[src/rtl/kgp_pkg.sv]
// rtl/kgp_pkg.sv - shared opcodes, control codes, FSM states and control word for the KGP-RISC sequencer
package kgp_pkg;

    localparam logic [4:0] OP_ALU    = 5'b00000;
    localparam logic [4:0] OP_ADDI   = 5'b00001;
    localparam logic [4:0] OP_COMPI  = 5'b00010;
    localparam logic [4:0] OP_LW     = 5'b00011;
    localparam logic [4:0] OP_SW     = 5'b00100;
    localparam logic [4:0] OP_BR     = 5'b00101;
    localparam logic [4:0] OP_BRANCH = 5'b00110;
    localparam logic [4:0] OP_HALT   = 5'b11111;

    localparam logic [4:0] FN_ADD    = 5'd0;
    localparam logic [4:0] FN_COMP   = 5'd1;
    localparam logic [4:0] FN_AND    = 5'd2;
    localparam logic [4:0] FN_XOR    = 5'd3;
    localparam logic [4:0] FN_SHLL   = 5'd4;
    localparam logic [4:0] FN_SHRL   = 5'd5;
    localparam logic [4:0] FN_SHLLV  = 5'd6;
    localparam logic [4:0] FN_SHRLV  = 5'd7;
    localparam logic [4:0] FN_SHRA   = 5'd8;
    localparam logic [4:0] FN_SHRAV  = 5'd9;

    // funccode[2:0] of the BRANCH opcode
    localparam logic [2:0] BF_B      = 3'd0;
    localparam logic [2:0] BF_BL     = 3'd1;
    localparam logic [2:0] BF_BCY    = 3'd2;
    localparam logic [2:0] BF_BNCY   = 3'd3;
    localparam logic [2:0] BF_BLTZ   = 3'd4;
    localparam logic [2:0] BF_BZ     = 3'd5;
    localparam logic [2:0] BF_BNZ    = 3'd6;

    // branch class seen by the next-address logic; b and bl share a class, brLink tells them apart
    localparam logic [2:0] BR_NONE   = 3'd0;
    localparam logic [2:0] BR_JR     = 3'd1;
    localparam logic [2:0] BR_UNCOND = 3'd2;
    localparam logic [2:0] BR_CY     = 3'd3;
    localparam logic [2:0] BR_NCY    = 3'd4;
    localparam logic [2:0] BR_LTZ    = 3'd5;
    localparam logic [2:0] BR_Z      = 3'd6;
    localparam logic [2:0] BR_NZ     = 3'd7;

    localparam logic [2:0] ALU_ADD   = 3'd0;
    localparam logic [2:0] ALU_COMP  = 3'd1;
    localparam logic [2:0] ALU_AND   = 3'd2;
    localparam logic [2:0] ALU_XOR   = 3'd3;
    localparam logic [2:0] ALU_SHL   = 3'd4;
    localparam logic [2:0] ALU_SRA   = 3'd5;

    localparam logic [1:0] SRC_REG   = 2'd0;
    localparam logic [1:0] SRC_IMM   = 2'd1;
    localparam logic [1:0] SRC_SHAMT = 2'd2;

    typedef enum logic [2:0] {
        ST_IDLE, ST_FETCH, ST_DECODE, ST_EXEC, ST_MEM, ST_WB, ST_HALT
    } state_t;

    typedef struct packed {
        logic [2:0] alu_op;
        logic       alu_cin;
        logic       alu_dir;
        logic       alu_frc;
        logic [1:0] alu_src;
        logic [2:0] branch;
        logic       br_link;
        logic       mem_to_reg;
        logic       mem_read;
        logic       mem_write;
        logic       reg_write;
        logic       uses_mem;
        logic       uses_wb;
    } ctrl_t;

    localparam int CTRL_W = $bits(ctrl_t);

endpackage

[src/rtl/kgp_decode.sv]
// rtl/kgp_decode.sv - combinational opcode/funccode to control word and state path decode
module kgp_decode
    import kgp_pkg::*;
(
    input  logic [4:0] opcode,
    input  logic [4:0] funccode,
    output ctrl_t      ctrl,
    output logic       halt,
    output logic       illegal
);

    always_comb begin
        ctrl    = '0;
        halt    = 1'b0;
        illegal = 1'b0;
        case (opcode)
            OP_ALU: begin
                ctrl.reg_write = 1'b1;
                ctrl.uses_wb   = 1'b1;
                case (funccode)
                    FN_COMP:  begin ctrl.alu_op = ALU_COMP; ctrl.alu_cin = 1'b1; end
                    FN_AND:   ctrl.alu_op = ALU_AND;
                    FN_XOR:   ctrl.alu_op = ALU_XOR;
                    FN_SHLL:  begin ctrl.alu_op = ALU_SHL; ctrl.alu_src = SRC_SHAMT; end
                    FN_SHRL:  begin ctrl.alu_op = ALU_SHL; ctrl.alu_dir = 1'b1; ctrl.alu_src = SRC_SHAMT; end
                    FN_SHLLV: ctrl.alu_op = ALU_SHL;
                    FN_SHRLV: begin ctrl.alu_op = ALU_SHL; ctrl.alu_dir = 1'b1; end
                    FN_SHRA:  begin ctrl.alu_op = ALU_SRA; ctrl.alu_dir = 1'b1; ctrl.alu_src = SRC_SHAMT; end
                    FN_SHRAV: begin ctrl.alu_op = ALU_SRA; ctrl.alu_dir = 1'b1; end
                    default:  ctrl.alu_op = ALU_ADD;
                endcase
            end
            OP_ADDI, OP_COMPI: begin
                ctrl.alu_op    = (opcode == OP_COMPI) ? ALU_COMP : ALU_ADD;
                ctrl.alu_cin   = (opcode == OP_COMPI);
                ctrl.alu_frc   = 1'b1;
                ctrl.alu_src   = SRC_IMM;
                ctrl.reg_write = 1'b1;
                ctrl.uses_wb   = 1'b1;
            end
            OP_LW: begin
                ctrl.alu_op     = ALU_ADD;
                ctrl.alu_frc    = 1'b1;
                ctrl.alu_src    = SRC_IMM;
                ctrl.mem_read   = 1'b1;
                ctrl.mem_to_reg = 1'b1;
                ctrl.reg_write  = 1'b1;
                ctrl.uses_mem   = 1'b1;
                ctrl.uses_wb    = 1'b1;
            end
            OP_SW: begin
                ctrl.alu_op    = ALU_ADD;
                ctrl.alu_frc   = 1'b1;
                ctrl.alu_src   = SRC_IMM;
                ctrl.mem_write = 1'b1;
                ctrl.uses_mem  = 1'b1;
            end
            OP_BR: ctrl.branch = BR_JR;
            OP_BRANCH: begin
                case (funccode[2:0])
                    BF_B:    ctrl.branch = BR_UNCOND;
                    BF_BL:   begin ctrl.branch = BR_UNCOND; ctrl.br_link = 1'b1; ctrl.reg_write = 1'b1; end
                    BF_BCY:  ctrl.branch = BR_CY;
                    BF_BNCY: ctrl.branch = BR_NCY;
                    BF_BLTZ: ctrl.branch = BR_LTZ;
                    BF_BZ:   ctrl.branch = BR_Z;
                    BF_BNZ:  ctrl.branch = BR_NZ;
                    default: ctrl.branch = BR_NONE;
                endcase
            end
            OP_HALT: halt    = 1'b1;
            default: illegal = 1'b1;
        endcase
    end

endmodule

[src/rtl/kgp_sequencer.sv]
// rtl/kgp_sequencer.sv - multi-cycle control FSM, program counter and retire counter for KGP-RISC
module kgp_sequencer
    import kgp_pkg::*;
#(
    parameter logic [31:0] RESET_PC = 32'h0,
    parameter int          COUNT_W  = 32
) (
    input  logic               clk,
    input  logic               rst,
    input  logic               run,
    input  logic               step_req,
    output logic               step_ack,
    input  logic [4:0]         opcode,
    input  logic [4:0]         funccode,
    input  logic [31:0]        nextInstrAddr,
    output logic [31:0]        instrAddr,
    output logic [2:0]         ALUResOp,
    output logic               ALUCin,
    output logic               ALUDir,
    output logic               ALUFrc,
    output logic [1:0]         ALUSrc,
    output logic [2:0]         branch,
    output logic               brLink,
    output logic               memToReg,
    output logic               memRead,
    output logic               memWrite,
    output logic               regWrite,
    output logic               halted,
    output logic               illegal,
    output logic [COUNT_W-1:0] retired
);

    state_t              state;
    state_t              next_state;
    logic [31:0]         pc_q;
    logic [COUNT_W-1:0]  retired_q;
    logic                illegal_q;
    logic                step_ack_q;
    logic                stepping_q;
    logic [CTRL_W-1:0]   ctrl_word_q;
    ctrl_t               ctrl_q;
    ctrl_t               dec_ctrl;
    logic                dec_halt;
    logic                dec_illegal;
    logic                retire;
    logic                in_body;

    kgp_decode u_decode (
        .opcode  (opcode),
        .funccode(funccode),
        .ctrl    (dec_ctrl),
        .halt    (dec_halt),
        .illegal (dec_illegal)
    );

    assign ctrl_q = ctrl_t'(ctrl_word_q);

    always_comb begin
        next_state = state;
        retire     = 1'b0;
        case (state)
            ST_IDLE:   if (run || step_req) next_state = ST_FETCH;
            ST_FETCH:  next_state = ST_DECODE;
            ST_DECODE: next_state = dec_halt ? ST_HALT : ST_EXEC;
            ST_EXEC: begin
                if (ctrl_q.uses_mem)     next_state = ST_MEM;
                else if (ctrl_q.uses_wb) next_state = ST_WB;
                else                     retire     = 1'b1;
            end
            ST_MEM: begin
                if (ctrl_q.uses_wb) next_state = ST_WB;
                else                retire     = 1'b1;
            end
            ST_WB:   retire     = 1'b1;
            ST_HALT: next_state = ST_HALT;
            default: next_state = ST_IDLE;
        endcase
        if (retire) next_state = run ? ST_FETCH : ST_IDLE;
    end

    // ALU/branch fields hold across the whole body; write/read strobes are pinned to a single state
    always_comb begin
        in_body  = (state == ST_EXEC) || (state == ST_MEM) || (state == ST_WB);
        ALUResOp = in_body ? ctrl_q.alu_op  : 3'd0;
        ALUCin   = in_body && ctrl_q.alu_cin;
        ALUDir   = in_body && ctrl_q.alu_dir;
        ALUFrc   = in_body && ctrl_q.alu_frc;
        ALUSrc   = in_body ? ctrl_q.alu_src : 2'd0;
        branch   = in_body ? ctrl_q.branch  : 3'd0;
        brLink   = in_body && ctrl_q.br_link;
        memRead  = ctrl_q.mem_read   && (state == ST_MEM);
        memWrite = ctrl_q.mem_write  && (state == ST_MEM);
        memToReg = ctrl_q.mem_to_reg && (state == ST_WB);
        regWrite = ctrl_q.reg_write  && (ctrl_q.uses_wb ? (state == ST_WB) : (state == ST_EXEC));
    end

    always_ff @(posedge clk) begin
        if (rst) begin
            state       <= ST_IDLE;
            pc_q        <= RESET_PC;
            retired_q   <= '0;
            illegal_q   <= 1'b0;
            step_ack_q  <= 1'b0;
            stepping_q  <= 1'b0;
            ctrl_word_q <= '0;
        end else begin
            state      <= next_state;
            // only an instruction launched from IDLE in step mode earns an acknowledge
            step_ack_q <= retire && !run && stepping_q;
            if (state == ST_IDLE && next_state == ST_FETCH) stepping_q <= !run;
            if (state == ST_DECODE) begin
                ctrl_word_q <= dec_ctrl;
                if (dec_illegal) illegal_q <= 1'b1;
            end
            if (retire) begin
                pc_q      <= nextInstrAddr;
                retired_q <= retired_q + COUNT_W'(1);
            end
        end
    end

    assign instrAddr = pc_q;
    assign retired   = retired_q;
    assign illegal   = illegal_q;
    assign step_ack  = step_ack_q;
    assign halted    = (state == ST_HALT);

endmodule
[config.mk]
export PLATFORM = sky130hd
export DESIGN_NAME = kgp_sequencer
export DESIGN_NICKNAME = d
export VERILOG_FILES = /design/src/rtl/kgp_pkg.sv /design/src/rtl/kgp_decode.sv /design/src/rtl/kgp_sequencer.sv
export SDC_FILE = /design/constraint.sdc
export NUM_CORES = 1
export LEC_CHECK = 0
export ABC_AREA = 1
export CORE_MARGIN = 2
export CORE_UTILIZATION = 25
export DETAILED_ROUTE_END_ITERATION = 16
export GPL_TIMING_DRIVEN = 1
export PLACE_DENSITY_LB_ADDON = 0.08
export SLEW_MARGIN = 20
export SYNTH_ARGS = -nofsm -noshare
export SYNTH_HDL_FRONTEND = slang
export SYNTH_SLANG_ARGS = --single-unit
[constraint.sdc]
create_clock -name clk -period 1.7 [get_ports clk]
set_input_delay 0.34 -clock clk [delete_from_list [all_inputs] [get_ports clk]]
set_output_delay 0.34 -clock clk [all_outputs]
set_load 0.01 [all_outputs]
---- After elaboration in Yosys (flattened, before gate mapping) ----
Cells that the tools add are included.
word-level totals
  flip-flop bits (word level) ............. 88
  input bits .............................. 46
  word-level logic and storage cells ...... 101
cells by class
  add/subtract/negate cells ............... 1
  bitwise logic cells ..................... 1
  muxes and demuxes ....................... 34
  reduce and logical (&&, ||, !) cells .... 29
  equal/unequal tests ..................... 29
operator list
  operator                                                         number
  5-bit by 3-bit == test with 1-bit output, second input constant  7
  32-bit by 1-bit adder with 32-bit output, second input constant  1
  3-bit 2-to-1 mux                                                 7
  3-bit one-hot mux with 7 select lines                            1
  5-bit by 2-bit == test with 1-bit output, second input constant  4
  3-bit == test, second input constant                             6
  3-bit one-hot mux with 6 select lines                            1
  4-bit OR reduction                                               4
  1-bit 2-to-1 mux                                                 15
  3-bit one-hot mux with 5 select lines                            1
  3-bit by 2-bit == test with 1-bit output, second input constant  4
  3-bit one-hot mux with 2 select lines                            2
  1-bit logical AND                                                11
  5-bit by 1-bit == test with 1-bit output, second input constant  2
  5-bit by 4-bit == test with 1-bit output, second input constant  2
  3-bit by 1-bit == test with 1-bit output, second input constant  3
  2-bit OR reduction                                               4
  8-bit OR reduction                                               1
  3-bit zero test                                                  2
  2-bit 2-to-1 mux                                                 3
  5-bit == test, second input constant                             1
  5-bit zero test                                                  1
  1-bit one-hot mux with 2 select lines                            2
  2-bit one-hot mux with 2 select lines                            1
  6 further kinds                                                  8

---- Depth between registers and ports, before layout ----
  depth in word-level cells ............... 7
  mapped depth ............................ 11
  mapped depth without buffers ............ 11

---- Hierarchy ----
Synthesis repeated with hierarchy kept, for this count alone.
second synthesis, totals
  cells, all modules ...................... 645
  area, all modules ....................... 4,279.1 um^2
modules (own cells, without submodules)
  module         area an instance (um^2)  sequential area each (um^2)  cells an instance  instances
  kgp_sequencer  3,901.2                  1,761.7                      573                1
  kgp_decode     377.9                    0.0                          72                 1

---- Least setup slack after synthesis ----
No wires, ideal clock.
  path kind ............................... register to register
  from .................................... reg retired_q[0], in the netlist retired[0]
  to ...................................... reg retired_q[26], in the netlist retired[26]
  buffers on the path ..................... 0
  slack ................................... 0.100 ns
  arrival time ............................ 1.485 ns
  clock period less this slack ............ 1.600 ns
  cell stages (with the launch flop) ...... 11
  cells stage by stage .................... dfxtp_1 -> ha_1 -> nand2_1 -> nor2_2 -> nand2_1 -> nor2_1 -> nand2_1 -> nor2_2 -> nand3_1 -> nand2_1 -> nor2_1
on the way
  word-level cells in the longest chain between the ends .. 1
ends and longest elaborated chain
  element                                   line                  source
  start: declaration                        kgp_sequencer.sv:36   logic [COUNT_W-1:0] retired_q;
  start signal: assignment                  kgp_sequencer.sv:117  retired_q <= retired_q + COUNT_W'(1);
  32-bit by 1-bit adder with 32-bit output  kgp_sequencer.sv:117
No other way between the ends.
A chain may end at the register's enable or synchronous reset.

---- Worst setup path in the final report ----
  from .................................... reg state[2]
  to ...................................... out ALUResOp[2]
on the way
  word-level cells in the longest chain between the ends .. 4
ends and longest elaborated chain
  element                                                                           line                  source
  start: declaration                                                                kgp_sequencer.sv:33   state_t state;
  start signal: assignment                                                          kgp_sequencer.sv:107  state <= next_state;
  3-bit by 2-bit == test with 1-bit output / 3-bit == test (equally long branches)  kgp_sequencer.sv:83   in_body = (state == ST_EXEC) || (state == ST_MEM) || (state == ST_WB);
  1-bit logical OR                                                                  kgp_sequencer.sv:83
  1-bit logical OR (*)                                                              kgp_sequencer.sv:83
  3-bit 2-to-1 mux (*)                                                              kgp_sequencer.sv:84   ALUResOp = in_body ? ctrl_q.alu_op : 3'd0;
  end: declaration                                                                  kgp_sequencer.sv:17   output logic [2:0] ALUResOp,
Mark *: on every way between the ends. The rest lies on a longest branch, timed or not.

==> results.py <==
metrics = {
    "synthesis": {
        "synth_compound_gate_area_share_pct": 12.18,
        "asyncSetResetFlopFracSynth_pct": 0,
        "synth_area_leader_cell": "sky130_fd_sc_hd__dfxtp_1",
        "yosys.area_share.xor_xnor_pct": 1.042,
        "synth_sequential_area_ratio_pct": 40.96,
        "main_flop_type_after_synthesis": "sky130_fd_sc_hd__dfxtp_1",
        "synth_nets": 701,
        "ys_types": 32,
        "synthCells": 654,
        "post_synth_mux_area_share_pct": 0,
        "synth_adder_area_share_pct": 0.2977,
        "total_of_warnings_raised_by_yosys": 0,
        "ys_seq_elements": 86,
        "netlist_area_mm2": 0.004203,
        "main_combinational_cell_family_by_area_after_synthesis": "simple AND/OR/NAND/NOR gates",
        "synth-edff-count": 0,
        "yosys.area_share.simple_pct": 36.89,
        "postSynthAreaPerCell_um2": 6.426,
        "netlist_top_cells_area": "sky130_fd_sc_hd__dfxtp_1 (41%), sky130_fd_sc_hd__nand2_1 (15%), sky130_fd_sc_hd__nor2_1 (14%)",
        "post-synth-top-area-fraction_pct": 40.96,
    },
    "sta": {
        "worst_slew_pin_slew_ns": 0.3384,
        "worst_case_clock_skew_ns": 0.01208,
        "slew_violations": 0,
        "finalWorstPathRequiredPeriod_ns": 1.691,
        "slew_headroom_pct": 77.27,
        "clock.fmax_ghz": 0.5914,
        "report.final.setup_viol": 0,
        "final.hold.worst_slack_ns": 0.4537,
        "rsz0062_at_grt": "yes",
        "finalHoldViolCount": 0,
        "timing.final.crit_share_pct": 99.47,
    },
    "routing": {
        "route.detailed.wl_per_inst_um": 12.61,
        "detail_route.drc_violations": 0,
        "dr.pass1.iters": 5,
        "route.vias.total": 4534,
        "detail_route.wirelength_mm": 13.07,
        "drt.antenna.violating_nets": 0,
        "drt_first_iter_violations": 165,
        "vias_per_cell": 4.372,
    },
    "cells_and_area": {
        "final_common_cell": "sky130_fd_sc_hd__nand2_1",
        "finish.instance_area_mm2": 0.006367,
        "final_net_count": 859,
        "num-fill-cells": 1777,
        "post_route_cells_drive_above_1_share_pct": 15.79,
        "antenna_cells": 0,
        "mostFrequentLayoutCells": "sky130_fd_sc_hd__nand2_1 (162), sky130_fd_sc_hd__nor2_1 (147), sky130_fd_sc_hd__clkdlybuf4s50_1 (102)",
        "syn_to_final_growth_pct": 51.50,
    },
    "clocking": {
        "tritoncts_clock_tree": "yes",
        "clock-sinks": 86,
        "cts_htree_levels": 3,
        "clock_tree.root_cell": "sky130_fd_sc_hd__clkbuf_16",
        "clkSlewWorstSetupHoldPaths_ns": 0.07,
        "numCtsBuffers": 9,
        "worstSkewPairLatency_ns": 0.35,
        "cts-hold-fix-buffers": 0,
        "clock_tree.buffer_depth": 2,
    },
    "placed_design": {
        "place_hpwl_mm": 9.504,
        "portBuffers": 128,
        "placed_area_mm2": 0.005966,
        "gp_congestion": 0.7940,
    },
    "worst_setup_path": {
        "critPathLaunchType": "register",
        "cp.buffers_inverters": 3,
        "crit_path_max_incr_delay_ns": 0.39,
        "cpLargestDelayFamily": "flip-flops",
        "required_worst_endpoint_ns": 1.36,
        "worst-endpoint-arrival_ns": 1.35,
        "maximum_fanout_along_the_worst_path": 11,
        "crit_type": "register to primary output",
        "top_cell_by_count_worst_path": "sky130_fd_sc_hd__nor2_4",
        "cp_cell_sequence": "inv_4, nor2_4, nor2_4, buf_12, nor2_1, buf_2",
        "cell_with_the_largest_stage_delay_on_the_worst_path": "sky130_fd_sc_hd__dfxtp_4",
        "r2r_slack_ns": 0.10,
        "cp-end-kind": "primary output",
    },
    "floorplanning": {
        "initial_cell_density_of_the_core_pct": 25.43,
        "die_area_mm2": 0.01786,
        "chipWidth_um": 133.7,
        "core-area_mm2": 0.01652,
        "rows": 47,
        "die_h_um": 133.7,
        "num_io_pins": 129,
    },
    "grt": {
        "first_pass_grt_wire_length_mm": 21.17,
        "antenna_found_initial": 0,
        "grt_overflow": 0,
        "grt_util_all_layers_pct": 14.71,
        "first_global_vias": 4311,
        "grt_max_degree": 38,
    },
    "power_and_ir_drop": {
        "power.leakage_nw": 2.497,
        "powerDensity_mw_per_mm2": 825.5,
        "peakVddDrop_mv": 0.4656,
    },
    "run_status": {
        "outcome": "finished, final reports clean",
    },
    "flow_run": {
        "timing.max_cap.violations": 0,
    },
    "min_path": {
        "worst_hold_path_type": "register to register",
    },
}
## per-stage QoR
step           power, mW  TNS [ns]  util [%]  setup slack, ns  std cells
6_report           5.256         0     38.53         0.009085       1037
4_1_cts            5.346  -0.01390     37.96        -0.009635       1036
2_1_floorplan      2.717         0         -           0.1004        654
5_1_grt            5.536   -0.8761     38.53         -0.06801       1037
3_5_place_dp       3.258    -5.280     36.10          -0.4494       1018
3_3_place_gp       3.250    -4.747     36.10          -0.3916       1018
## synthesized netlist by cell type, types with 2 or more instances
master,number
sky130_fd_sc_hd__inv_1,60
sky130_fd_sc_hd__inv_2,2
sky130_fd_sc_hd__nand2_1,164
sky130_fd_sc_hd__dfxtp_1,86
sky130_fd_sc_hd__nor2_2,6
sky130_fd_sc_hd__nor2_4,2
sky130_fd_sc_hd__buf_2,6
sky130_fd_sc_hd__nand3_2,2
sky130_fd_sc_hd__nand3_1,30
sky130_fd_sc_hd__o21ai_0,49
sky130_fd_sc_hd__nand4_1,2
sky130_fd_sc_hd__buf_4,2
sky130_fd_sc_hd__buf_6,3
sky130_fd_sc_hd__xor2_1,5
sky130_fd_sc_hd__nor3_1,8
sky130_fd_sc_hd__clkbuf_1,11
sky130_fd_sc_hd__a21oi_1,39
sky130_fd_sc_hd__nor2_1,157
sky130_fd_sc_hd__nand2_2,3
sky130_fd_sc_hd__a31oi_1,5
## timing repair
item / CTS / global route
pin swaps: 5 / 5
resized for setup: 102 / 32
setup buffers: 2 / 2
setup endpoints to repair: 32 / 87
## worst reg2reg max path: cells and delay by family, from the launching register on
kind                   cells  cell delay (ns)
and+or+nand+nor            4             0.46
DFF                        1             0.38
AOI/OAI and AO/OA          2             0.18
buffers and inverters      3             0.47
## cell type report
cell class | count | area, um^2 | share of cell area [%]
Clock inverter | 6 | 62.56 | 0.9825
Tap cell | 220 | 275.3 | 4.323
Timing Repair Buffer | 170 | 1594 | 25.03
Clock buffer | 10 | 229.0 | 3.596
Inverter | 63 | 241.5 | 3.792
Multi-Input combinational cell | 482 | 2210 | 34.70
Sequential cell | 86 | 1755 | 27.57
## where the power goes
part           internal [mW]  total [mW]  switching, mW
registers               2.15        2.23         0.0750
clock network           1.13        2.00          0.868
logic                  0.489        1.03          0.538
total                   3.78        5.26           1.48
## worst paths after layout
check	end	from	cells past startpoint
worst max-delay path	ALUResOp[2]	state[2]	6
worst min-delay path	step_ack	stepping_q	2
worst max register to register	state[0]	state[1]	9
worst min register to register	step_ack	stepping_q	2
## flip-flops by register name, summed over array words and instances, names as in the netlist
name / flops
ctrl_q: 16
illegal: 1
step_ack: 1
instrAddr: 32
retired: 32
state: 3
stepping_q: 1
## per-layer routing
| metal | global-route usage (%) | vias up | part of all wire, % |
|---|---|---|---|
| li1 | - | 2372 | - |
| met5 | 0 | - | 0 |
| met4 | 3.960 | 0 | 1.2 |
| met2 | 25.26 | 91 | 48 |
| met1 | 18.15 | 2061 | 46 |
| met3 | 3.995 | 10 | 4.0 |
## kinds of logic (layout without fill, tap and decap cells)
family	count (synthesis)	count (layout)
and+or+nand+nor	378	378
AOI/OAI and AO/OA	98	98
DFF	86	86
buffers and inverters	86	249
xor gates and xnor gates	5	5
adders and majority gates	1	1
No activity file was read; power rests on OpenSTA's default activity.
